File: config.mk
export PLATFORM = sky130hd
export DESIGN_NAME = mem_access_flat
export DESIGN_NICKNAME = d
export VERILOG_FILES = /design/src/rtl/mem_access_pkg.sv /design/src/rtl/mem_access_if.sv /design/src/rtl/mem_ld_extend.sv /design/src/rtl/mem_access.sv /design/src/flat_wrapper.sv
export SDC_FILE = /design/constraint.sdc
export NUM_CORES = 1
export LEC_CHECK = 0
export BUFFER_PORTS_ARGS = -buffer_cell sky130_fd_sc_hd__buf_2
export CAP_MARGIN = 20
export CORE_MARGIN = 3
export CORE_UTILIZATION = 53
export CTS_BUF_LIST = sky130_fd_sc_hd__clkbuf_4 sky130_fd_sc_hd__clkbuf_8
export DETAILED_ROUTE_END_ITERATION = 10
export PLACE_DENSITY = 0.78
export SLEW_MARGIN = 25
export SYNTH_ARGS = -nofsm -noshare
export SYNTH_HDL_FRONTEND = slang
export SYNTH_SLANG_ARGS = --single-unit
File: constraint.sdc
create_clock -name clk -period 4.4 [get_ports clk]
set_input_delay 0.66 -clock clk [delete_from_list [all_inputs] [get_ports clk]]
set_output_delay 0.66 -clock clk [all_outputs]
set_load 0.01 [all_outputs]
File: src/rtl/mem_access_pkg.sv
// mem_access_pkg: shared size codes, FSM states and constants for the MEM stage.
package mem_access_pkg;
  typedef enum logic [1:0] {IDLE = 2'd0, LOAD = 2'd1, STORE = 2'd2, DONE = 2'd3} state_e;
  localparam logic [1:0] MEM_SEL_BYTE = 2'b00;
  localparam logic [1:0] MEM_SEL_HALF = 2'b01;
  localparam logic [1:0] MEM_SEL_WORD = 2'b10;
  localparam logic RST_ENABLE = 1'b1;
  localparam logic [31:0] ZERO_WORD = 32'h0;
  function automatic logic [2:0] beats(input logic [1:0] sel);
    return sel[1] ? 3'd4 : sel[0] ? 3'd2 : 3'd1;
  endfunction
endpackage

File: src/rtl/mem_access_if.sv
// mem_access_if: byte-wide unified RAM bus between the MEM stage and memory.
interface mem_access_if #(parameter int RAM_AW = 17);
  logic [RAM_AW-1:0] ram_a_o;
  logic [7:0] ram_dout_o;
  logic ram_wr_o;
  logic [7:0] ram_din_i;
  modport master(output ram_a_o, ram_dout_o, ram_wr_o, input ram_din_i);
  modport slave(input ram_a_o, ram_dout_o, ram_wr_o, output ram_din_i);
endinterface

File: src/rtl/mem_ld_extend.sv
// mem_ld_extend: sign/zero extension of an assembled load value by access size.
module mem_ld_extend
  import mem_access_pkg::*;
(
  input  logic [31:0] asm_i,
  input  logic [1:0]  sel_i,
  input  logic        sign_i,
  output logic [31:0] ext_o
);
  assign ext_o = sel_i == MEM_SEL_BYTE ? {{24{sign_i & asm_i[7]}}, asm_i[7:0]} :
                 sel_i == MEM_SEL_HALF ? {{16{sign_i & asm_i[15]}}, asm_i[15:0]} : asm_i;
endmodule

File: src/rtl/mem_access.sv
// mem_access: MEM-stage load/store serialiser onto a byte-wide RAM bus.
// Optional MEM_MISALIGN_TRAP_EN traps misaligned half/word accesses via misalign_o.
module mem_access
  import mem_access_pkg::*;
#(
  parameter int ADDR_W = 32,
  parameter int RAM_AW = 17
) (
  input  logic              clk,
  input  logic              rst,
  input  logic              rdy_i,
  input  logic              req_valid_i,
  input  logic              is_mem_i,
  input  logic              mem_we_i,
  input  logic [1:0]        mem_sel_i,
  input  logic              load_sign_i,
  input  logic [ADDR_W-1:0] mem_addr_i,
  input  logic [31:0]       store_data_i,
  input  logic [31:0]       alu_wdata_i,
  input  logic [4:0]        rd_i,
  input  logic              wreg_i,
  mem_access_if.master      bus,
  output logic              stall_o,
  output logic              done_o,
  output logic [31:0]       wdata_o,
  output logic [4:0]        rd_o,
  output logic              wreg_o
`ifdef MEM_MISALIGN_TRAP_EN
  ,output logic             misalign_o
`endif
);
  state_e state_q, state_d;
  logic [2:0] cnt_q, cnt_d, n, beat_off;
  logic [RAM_AW-1:0] addr_q, addr_d;
  logic [1:0] sel_q, sel_d;
  logic sign_q, sign_d, wreg_q, wreg_d, busy;
  logic [31:0] sdata_q, sdata_d, asm_q, asm_d, asm_cap, wdata_q, wdata_d, ext;
  logic [4:0] rd_q, rd_d;
  logic unused_addr;
`ifdef MEM_MISALIGN_TRAP_EN
  logic mis_q, mis_d, mis_a;
  assign mis_a = (mem_sel_i == MEM_SEL_HALF && mem_addr_i[0]) || (mem_sel_i[1] && mem_addr_i[1:0] != 2'b00);
  assign misalign_o = mis_q & done_o;
`endif
  // Only the low RAM_AW address bits ever reach the bus, and the wrap is identical there.
  assign unused_addr = ^mem_addr_i[ADDR_W-1:RAM_AW];
  assign n = beats(sel_q);
  always_comb begin
    asm_cap = asm_q;
    if (cnt_q != 3'd0) asm_cap[{cnt_q[1:0] - 2'd1, 3'b000} +: 8] = bus.ram_din_i;
  end
  mem_ld_extend u_ext (.asm_i(asm_cap), .sel_i(sel_q), .sign_i(sign_q), .ext_o(ext));
  always_comb begin
    state_d = state_q;
    cnt_d = cnt_q;
    addr_d = addr_q;
    sel_d = sel_q;
    sign_d = sign_q;
    sdata_d = sdata_q;
    rd_d = rd_q;
    wreg_d = wreg_q;
    asm_d = asm_q;
    wdata_d = wdata_q;
`ifdef MEM_MISALIGN_TRAP_EN
    mis_d = mis_q;
`endif
    if (rdy_i)
      case (state_q)
        IDLE: if (req_valid_i) begin
          rd_d = rd_i;
          wreg_d = wreg_i & !(is_mem_i & mem_we_i);
          cnt_d = 3'd0;
          asm_d = ZERO_WORD;
          wdata_d = is_mem_i ? ZERO_WORD : alu_wdata_i;
          addr_d = mem_addr_i[RAM_AW-1:0];
          sel_d = mem_sel_i;
          sign_d = load_sign_i;
          sdata_d = store_data_i;
          state_d = !is_mem_i ? DONE : mem_we_i ? STORE : LOAD;
`ifdef MEM_MISALIGN_TRAP_EN
          mis_d = is_mem_i & mis_a;
          if (is_mem_i & mis_a) begin
            state_d = DONE;
            wreg_d = 1'b0;
          end
`endif
        end
        LOAD: begin
          asm_d = asm_cap;
          cnt_d = cnt_q + 3'd1;
          if (cnt_q == n) begin
            state_d = DONE;
            wdata_d = ext;
          end
        end
        STORE: begin
          cnt_d = cnt_q + 3'd1;
          if (cnt_q == n - 3'd1) state_d = DONE;
        end
        default: state_d = IDLE;
      endcase
  end
  always_ff @(posedge clk)
    if (rst == RST_ENABLE) begin
      state_q <= IDLE;
      cnt_q <= '0;
      addr_q <= '0;
      sel_q <= '0;
      sign_q <= 1'b0;
      sdata_q <= ZERO_WORD;
      rd_q <= '0;
      wreg_q <= 1'b0;
      asm_q <= ZERO_WORD;
      wdata_q <= ZERO_WORD;
`ifdef MEM_MISALIGN_TRAP_EN
      mis_q <= 1'b0;
`endif
    end else begin
      state_q <= state_d;
      cnt_q <= cnt_d;
      addr_q <= addr_d;
      sel_q <= sel_d;
      sign_q <= sign_d;
      sdata_q <= sdata_d;
      rd_q <= rd_d;
      wreg_q <= wreg_d;
      asm_q <= asm_d;
      wdata_q <= wdata_d;
`ifdef MEM_MISALIGN_TRAP_EN
      mis_q <= mis_d;
`endif
    end
  // A frozen load beat re-presents the previous byte address so its data is re-read on resume.
  assign busy = state_q == LOAD || state_q == STORE;
  assign beat_off = (state_q == LOAD && !rdy_i && cnt_q != 3'd0) ? cnt_q - 3'd1 : cnt_q;
  assign bus.ram_a_o = busy ? addr_q + RAM_AW'(beat_off) : '0;
  assign bus.ram_dout_o = state_q == STORE ? sdata_q[{cnt_q[1:0], 3'b000} +: 8] : 8'h00;
  assign bus.ram_wr_o = state_q == STORE && rdy_i;
  assign stall_o = busy || (state_q == IDLE && req_valid_i && is_mem_i);
  assign done_o = state_q == DONE;
  assign wdata_o = wdata_q;
  assign rd_o = rd_q;
  assign wreg_o = wreg_q & done_o;
endmodule

File: src/flat_wrapper.sv
// flat-port wrapper written by rule: the top's interface ports become plain ports
module mem_access_flat import mem_access_pkg::*;
#(
  parameter int ADDR_W = 32,
  parameter int RAM_AW = 17
)
  (clk, rst, rdy_i, req_valid_i, is_mem_i, mem_we_i, mem_sel_i, load_sign_i, mem_addr_i, store_data_i, alu_wdata_i, rd_i, wreg_i, stall_o, done_o, wdata_o, rd_o, wreg_o, bus_ram_a_o, bus_ram_dout_o, bus_ram_wr_o, bus_ram_din_i);
  mem_access_if #(.RAM_AW(RAM_AW)) bus_i ();
  input  logic clk;
  input  logic rst;
  input  logic rdy_i;
  input  logic req_valid_i;
  input  logic is_mem_i;
  input  logic mem_we_i;
  input  logic [1:0] mem_sel_i;
  input  logic load_sign_i;
  input  logic [ADDR_W-1:0] mem_addr_i;
  input  logic [31:0] store_data_i;
  input  logic [31:0] alu_wdata_i;
  input  logic [4:0] rd_i;
  input  logic wreg_i;
  output logic stall_o;
  output logic done_o;
  output logic [31:0] wdata_o;
  output logic [4:0] rd_o;
  output logic wreg_o;
  output wire logic [$bits(bus_i.ram_a_o)-1:0] bus_ram_a_o;
  output wire logic [$bits(bus_i.ram_dout_o)-1:0] bus_ram_dout_o;
  output wire logic [$bits(bus_i.ram_wr_o)-1:0] bus_ram_wr_o;
  input wire logic [$bits(bus_i.ram_din_i)-1:0] bus_ram_din_i;
  assign bus_ram_a_o = bus_i.ram_a_o;
  assign bus_ram_dout_o = bus_i.ram_dout_o;
  assign bus_ram_wr_o = bus_i.ram_wr_o;
  assign bus_i.ram_din_i = bus_ram_din_i;
  mem_access #(.ADDR_W(ADDR_W), .RAM_AW(RAM_AW)) u_core (.clk(clk), .rst(rst), .rdy_i(rdy_i), .req_valid_i(req_valid_i), .is_mem_i(is_mem_i), .mem_we_i(mem_we_i), .mem_sel_i(mem_sel_i), .load_sign_i(load_sign_i), .mem_addr_i(mem_addr_i), .store_data_i(store_data_i), .alu_wdata_i(alu_wdata_i), .rd_i(rd_i), .wreg_i(wreg_i), .bus(bus_i), .stall_o(stall_o), .done_o(done_o), .wdata_o(wdata_o), .rd_o(rd_o), .wreg_o(wreg_o));
endmodule
==> out/metrics.csv, run 1 <==
stage,metric,value,unit
clock_tree,total CTS buffers,17,
synthesis,"area leader, netlist",dfxtp_1,
synthesis,most instantiated cells after synthesis,"nand2_1 (128), dfxtp_1 (127), a21oi_1 (104)",
sta,final setup TNS,0,ps
detailed_routing,DR vias,6429,
finish,# fillers,1064,
power,Max VDD drop,294,µV
sta,final hold violation count,0,
floorplanning,die area,0.0143,mm²
synthesis,"EDFF count, synth",0,
clock_tree,H-tree Lvls,4,
global_route,largest net degree at the start of global routing,61,
synthesis,Async SR Flop Fraction,0,%
synthesis,top cell type's share of synthesized area,37.1,%
sta,RSZ-0062 raised after global routing,false,
floorplanning,Die H,120,µm
synthesis,top-count cell post-synth,nand2_1,
setup_path,crit path DAT,3410,ps
detailed_routing,drt initial violations,456,
finish,Final #Nets,1100,
sta,Max transition margin,42.7,%
global_route,Congestion Overflow GR,0,
clock_tree,CTS tree,built,
finish,share of layout cells above drive strength 1,27.0,%
clock_tree,worst-skew pair later-pin latency,430,ps
clock_tree,Sink Count,127,
power,P per Cell Area,377,mW/mm²
place,Final HPWL DP,12.2,mm
detailed_routing,First-pass DRT Iterations,5,
clock_tree,"Reg clk slew, reported paths",70,ps
sta,Worst Skew,9.28,ps
global_route,initial antenna violation count,1,
synthesis,register area share after synthesis,37.1,%
clock_tree,Clock Tree Buf Depth,2,
global_route,grt met2 use,37.4,%
finish,Layout area overhead,19.5,%
finish,diodes inserted,0,
setup_path,crit start category,flop,
sta,worst slew pin tran,857,ps
setup_path,Critical Path End Type,output pin,
synthesis,average size of a mapped cell,8.22,µm²
detailed_routing,WL per Instance,15.4,µm
synthesis,top post-synthesis cells by area,"dfxtp_1 (37%), a21oi_1 (7.6%), nand2_1 (7.0%)",
run,max_cap viols,0,
sta,"Min Clock Period, post-route",4070,ps
detailed_routing,Routed WL,17.6,mm
sta,final setup violation count,0,
synthesis,Yosys Warn Count,0,
sta,max frequency,245,MHz
setup_path,maximum fanout along the worst path,7,
clock_tree,root buf cell,clkbuf_8,
clock_tree,# resized after CTS,0,
clock_tree,Post-CTS Setup Bufs,0,
global_route,total global-route track usage,24.4,%
min_path,Hold Path Class,reg2reg,
status,status,"complete, no violations",
floorplanning,Initial Util,55.7,%
setup_path,critical path class,reg2out,
clock_tree,hold_buf cts,0,
floorplanning,IO Pins,185,
synthesis,Synth Cell Area,0.00686,mm²
floorplanning,Die Span X,120,µm
floorplanning,FP Rows,40,
detailed_routing,Via density,5.62,
synthesis,Syn Nets,970,
synthesis,ys flop type,dfxtp_1,
global_route,vias in the first global route,5972,
global_route,global-route met1 utilization,33.4,%
sta,Final Hold Slack,451,ps
global_route,GR Util met3,6.17,%
sta,PnR worst setup slack,325,ps
setup_path,"Req. time, crit path",3740,ps
place,PortBufs,169,
sta,final worst path period share,92.6,%
place,RD Place Congestion,0.869,
sta,Final Slew Violations,0,
floorplanning,Core ar.,0.0123,mm²
power,Total Power,3.09,mW
synthesis,Unique masters post-synth,51,
global_route,busiest layer in global routing,met2,
power,Lkg Pwr,3.26,nW
detailed_routing,drt drc,0,
detailed_routing,Routed Antenna Nets,0,
synthesis,Syn Inst Count,834,
synthesis,"FF+latch count, synth",127,
place,dpl ws,620,ps
global_route,first-pass GRT wire length,28.8,mm
==> cell usage in the layout, fill, tap and decap left out, types with 28 or more instances in the layout <==
cell	count
a21oi_1	104
a22oi_1	38
buf_2	168
dfxtp_1	127
inv_1	40
nand2_1	128
nor2_1	36
nor2b_1	28
o21ai_0	29
==> registers in the layout, indices dropped and copies added (netlist names) <==
register,count
u_core.wdata_o,32
u_core.sel_q,2
u_core.sdata_q,32
u_core.cnt_q,3
u_core.state_q,2
u_core.rd_o,5
u_core.sign_q,1
u_core.wreg_q,1
u_core.addr_q,17
u_core.asm_q,32
==> cells by family (layout without fill, tap and decap cells) <==
group	Yosys count	in the layout	synth area share, %
and+or+nand+nor	291	291	20.9
adders and majority gates	17	17	3.21
DFF	127	127	37.1
buffers and inverters	110	251	6.71
AOI/OAI and AO/OA	260	260	26.4
xor gates and xnor gates	17	17	2.39
muxes	12	12	3.28
==> metrics by stage <==
step / utilization, % / instances / area, µm²
after floorplan: - / 834 / 6860
after global placement: 62.6 / 1112 / 7710
after detailed placement: 62.7 / 1112 / 7710
after CTS: 66.1 / 1142 / 8140
after global routing: 66.5 / 1143 / 8190
final: 66.5 / 1143 / 8190
==> worst max-delay path, cell delays in order (launching register included) <==
cell      delay, ps
dfxtp_1         330
inv_1           120
ha_1            280
and2b_1         210
nor3b_4         220
xnor2_1         160
ha_1            200
inv_1            60
fa_1            400
nor2b_1         190
o21bai_2        170
or3_1           330
a21boi_0        170
buf_2           150
==> metal layers <==
metal  routed length (µm)  part of all wire, %  vias to the layer above
li1                     -                    -                     3205
met1                 8130                   46                     2935
met2                 7900                   45                      259
met3                 1240                  7.1                       28
met4                  272                  1.5                        2
met5                   16                0.091                        -
==> area by class of cell <==
type / instances / area [µm²] / share of cell area, %
multi-input combinational: 597 / 3910 / 47.7
timing repair buffer: 181 / 958 / 11.7
sequential: 127 / 2540 / 31.0
tap: 168 / 210 / 2.57
inverter: 40 / 150 / 1.83
clock inverter: 6 / 105 / 1.28
clock buffer: 24 / 318 / 3.88
==> worst paths after layout <==
| check | from | endpoint | slack [ps] | cells past startpoint |
|---|---|---|---|---|
| worst max-delay path | u_core.cnt_q[0] | bus_ram_a_o[14] | 330 | 13 |
| worst min-delay path | u_core.rd_o[4] | u_core.rd_o[4] | 450 | 2 |
| worst max register to register | u_core.cnt_q[0] | u_core.wdata_o[19] | 1340 | 7 |
| worst min register to register | u_core.rd_o[4] | u_core.rd_o[4] | 450 | 2 |
==> where the power goes <==
| group | switching, mW | total, mW | internal, mW | leakage, nW |
|---|---|---|---|---|
| clock network | 0.428 | 1.07 | 0.640 | 0.222 |
| registers | 0.0560 | 1.30 | 1.24 | 1.03 |
| logic | 0.442 | 0.724 | 0.282 | 2.01 |
Note: power is estimated with default switching activity, not from simulation.
==> run 2: changes to the inputs <==
--- a/config.mk
+++ b/config.mk
@@ -7,6 +7,7 @@
 export LEC_CHECK = 0
 export BUFFER_PORTS_ARGS = -buffer_cell sky130_fd_sc_hd__buf_2
 export CAP_MARGIN = 20
+export CORE_ASPECT_RATIO = 0.5
 export CORE_MARGIN = 3
 export CORE_UTILIZATION = 53
 export CTS_BUF_LIST = sky130_fd_sc_hd__clkbuf_4 sky130_fd_sc_hd__clkbuf_8
==> run 2 against run 1 <==
  * Critical path depth rose by 1
  * Final cell count down 0.44%
  * Clock power about the same
  * Utilization up 0.074 points
  * Wire length increased by 3.7%
  * Hold slack better by 1.5 ps
  * Sequential power barely moved
  * Global-route usage rose by 0.18 points
  * Combinational power fell by 2%
  * Critical path type unchanged
  * Highest routed layer unchanged
==> out/metrics.csv, run 2 (synthesis gave the netlist of run 1 again) <==
stage,metric,value,unit,change
status,status,"complete, no violations",,
clock_tree,total CTS buffers,17,,unchanged
global_route,total global-route track usage,24.5,%,+0.18 points
clock_tree,H-tree Lvls,4,,unchanged
finish,"commonest non-fill, non-tap cell in the layout",buf_2,,
setup_path,Critical Path End Type,output pin,,
floorplanning,Die Span X,167,µm,+39%
place,PortBufs,169,,unchanged
setup_path,FF-to-FF Start,u_core.cnt_q[0],,
place,dpl ws,512,ps,-108 ps
sta,final setup TNS,0,ps,unchanged
detailed_routing,Routed WL,18.2,mm,+3.7%
sta,final setup violation count,0,,unchanged
sta,max frequency,241,MHz,-2.0%
detailed_routing,drt initial violations,530,,+16%
finish,share of layout cells above drive strength 1,26.7,%,-0.25 points
global_route,largest net degree at the start of global routing,91,,+49%
detailed_routing,WL per Instance,16.0,µm,+4.2%
global_route,Congestion Overflow GR,0,,unchanged
floorplanning,FP Rows,28,,-30%
global_route,vias in the first global route,5929,,-0.72%
finish,Layout area overhead,18.8,%,
floorplanning,Core ar.,0.0122,mm²,-0.69%
sta,final hold violation count,0,,unchanged
finish,Final #Nets,1097,,-0.27%
power,Psw,0.986,mW,+6.6%
detailed_routing,Via density,5.69,,+1.1%
power,internal power,2.13,mW,-1.7%
setup_path,path depth of the worst reg2reg path,7,,unchanged
detailed_routing,Routed Antenna Nets,0,,unchanged
min_path,Hold Path Class,reg2reg,,
finish,diodes inserted,0,,unchanged
place,Final HPWL DP,12.3,mm,+0.80%
floorplanning,Initial Util,56.1,%,+0.39 points
detailed_routing,drt drc,0,,unchanged
power,P per Cell Area,382,mW/mm²,+1.4%
run,max_cap viols,0,,unchanged
sta,PnR worst setup slack,243,ps,-82.3 ps
place,dpl cells,1107,,-0.45%
power,Reg power frac,41.7,%,-0.3 points
power,Lkg Pwr,3.22,nW,-1.2%
floorplanning,die area,0.0144,mm²,+0.58%
global_route,first-pass GRT wire length,29.3,mm,+1.6%
power,Max VDD drop,214,µV,-27%
sta,final worst path period share,94.5,%,+1.9 points
min_path,Hold Path Sink,u_core.rd_o[4],,
finish,"commonest non-fill, non-tap cells in the layout","buf_2 (168), nand2_1 (128), dfxtp_1 (127)",,
clock_tree,Sink Count,127,,unchanged
floorplanning,IO Pins,185,,unchanged
power,combinational share of power,22.9,%,-0.5 points
sta,"Min Clock Period, post-route",4160,ps,+82.3 ps
min_path,Hold Startpoint,u_core.rd_o[4],,
power,Clock Power Share,35.4,%,+0.8 points
sta,Max transition margin,40.6,%,-2.1 points
detailed_routing,First-pass DRT Iterations,5,,unchanged
setup_path,maximum fanout along the worst path,7,,unchanged
setup_path,r2r setup slk,1330,ps,about the same
clock_tree,"Reg clk slew, reported paths",80,ps,about the same
sta,worst slew pin tran,888,ps,+31.2 ps
power,Switching Share,31.7,%,+1.7 points
floorplanning,Die H,86.4,µm,-28%
power,Total Power,3.11,mW,+0.79%
place,RD Place Congestion,0.832,,-4.2%
setup_path,crit path DAT,3500,ps,+90 ps
clock_tree,worst-skew pair later-pin latency,440,ps,about the same
setup_path,reg2reg end,u_core.wdata_o[18],,
min_path,hold depth,2,,unchanged
clock_tree,Clock Tree Buf Depth,2,,unchanged
setup_path,crit start category,flop,,
sta,Final Slew Violations,0,,unchanged
sta,RSZ-0062 raised after global routing,false,,
global_route,initial antenna violation count,2,,+1
setup_path,"Req. time, crit path",3740,ps,about the same
clock_tree,CTS tree,built,,
clock_tree,hold_buf cts,0,,unchanged
setup_path,critical path class,reg2out,,
clock_tree,root buf cell,clkbuf_8,,
detailed_routing,DR vias,6470,,+0.64%
finish,final cell count without fillers,1138,,-0.44%
sta,Worst Skew,12.8,ps,+3.47 ps
run 2: changes by cell type in the layout (fill, tap and decap cells not counted), moves of 2 or more:
cell / before / now
buf_4: 12 / 9
clkbuf_4: 2 / 0
clkbuf_8: 22 / 17
clkinvlp_4: 0 / 4
inv_6: 0 / 2
nor3_1: 11 / 13
nor3_2: 2 / 0
run 2: layout make-up:
type | count | area, µm²
multi-input combinational | 597 | 3900
tap | 165 | 206
fill | 1070 | 4080
sequential | 127 | 2540
clock buffer | 17 | 234
timing repair buffer | 178 | 920
clock inverter | 14 | 191
inverter | 40 | 150
run 2: metal layers:
metal	global-route usage [%]	wire length [µm]	up-vias
li1	-	-	3188
met1	34.5	8270	2992
met2	38.5	8190	259
met3	5.83	1520	27
met4	6.06	216	4
met5	0	14	-
run 2: stage by stage:
stage / util (%) / hold WS [ps] / cell area (µm²)
final: 66.6 / 453 / 8150
after global routing: 66.6 / 442 / 8150
after CTS: 66.4 / 436 / 8120
after detailed placement: 62.9 / 447 / 7690
after global placement: 62.9 / 434 / 7690
after floorplan: - / 427 / 6860
run 2: worst max-delay path, stage by stage, from the launching register on:
cell and delay [ps]:
dfxtp_1 330, inv_1 130, ha_1 290, and2b_1 210, nor3b_4 230, xnor2_1 200
ha_1 230, inv_1 60, fa_1 420, nor2b_2 170, o21bai_2 140, nor3_1 230
xor2_1 180, and2_1 130, buf_2 120
run 2: power groups by stage:
stage	clock, mW	sequential (mW)	combinational, mW
finish	1.10	1.30	0.713
floorplan	0	1.34	0.475
CTS	1.11	1.30	0.711
detailed placement	0	1.32	0.708
global placement	0	1.32	0.690
global route	1.17	1.31	0.785
run 2: timing repair:
item                                    in CTS  in global routing
endpoints found under the setup margin       0                  6
hold endpoints to repair                     0                  0
setup buffers                                0                  0
resized for setup                            0                  4
run 2: worst max-delay path by stage:
stage / from / end / slack [ps] / depth (start not counted)
5_1_grt: u_core.cnt_q[0] / bus_ram_a_o[14] / 0.04 / 13
2_1_floorplan: u_core.cnt_q[1] / bus_ram_a_o[14] / 200 / 14
3_3_place_gp: u_core.cnt_q[0] / bus_ram_a_o[14] / 620 / 13
3_5_place_dp: u_core.cnt_q[0] / bus_ram_a_o[14] / 510 / 13
6_report: u_core.cnt_q[0] / bus_ram_a_o[12] / 240 / 14
4_1_cts: u_core.cnt_q[0] / bus_ram_a_o[14] / 30 / 13
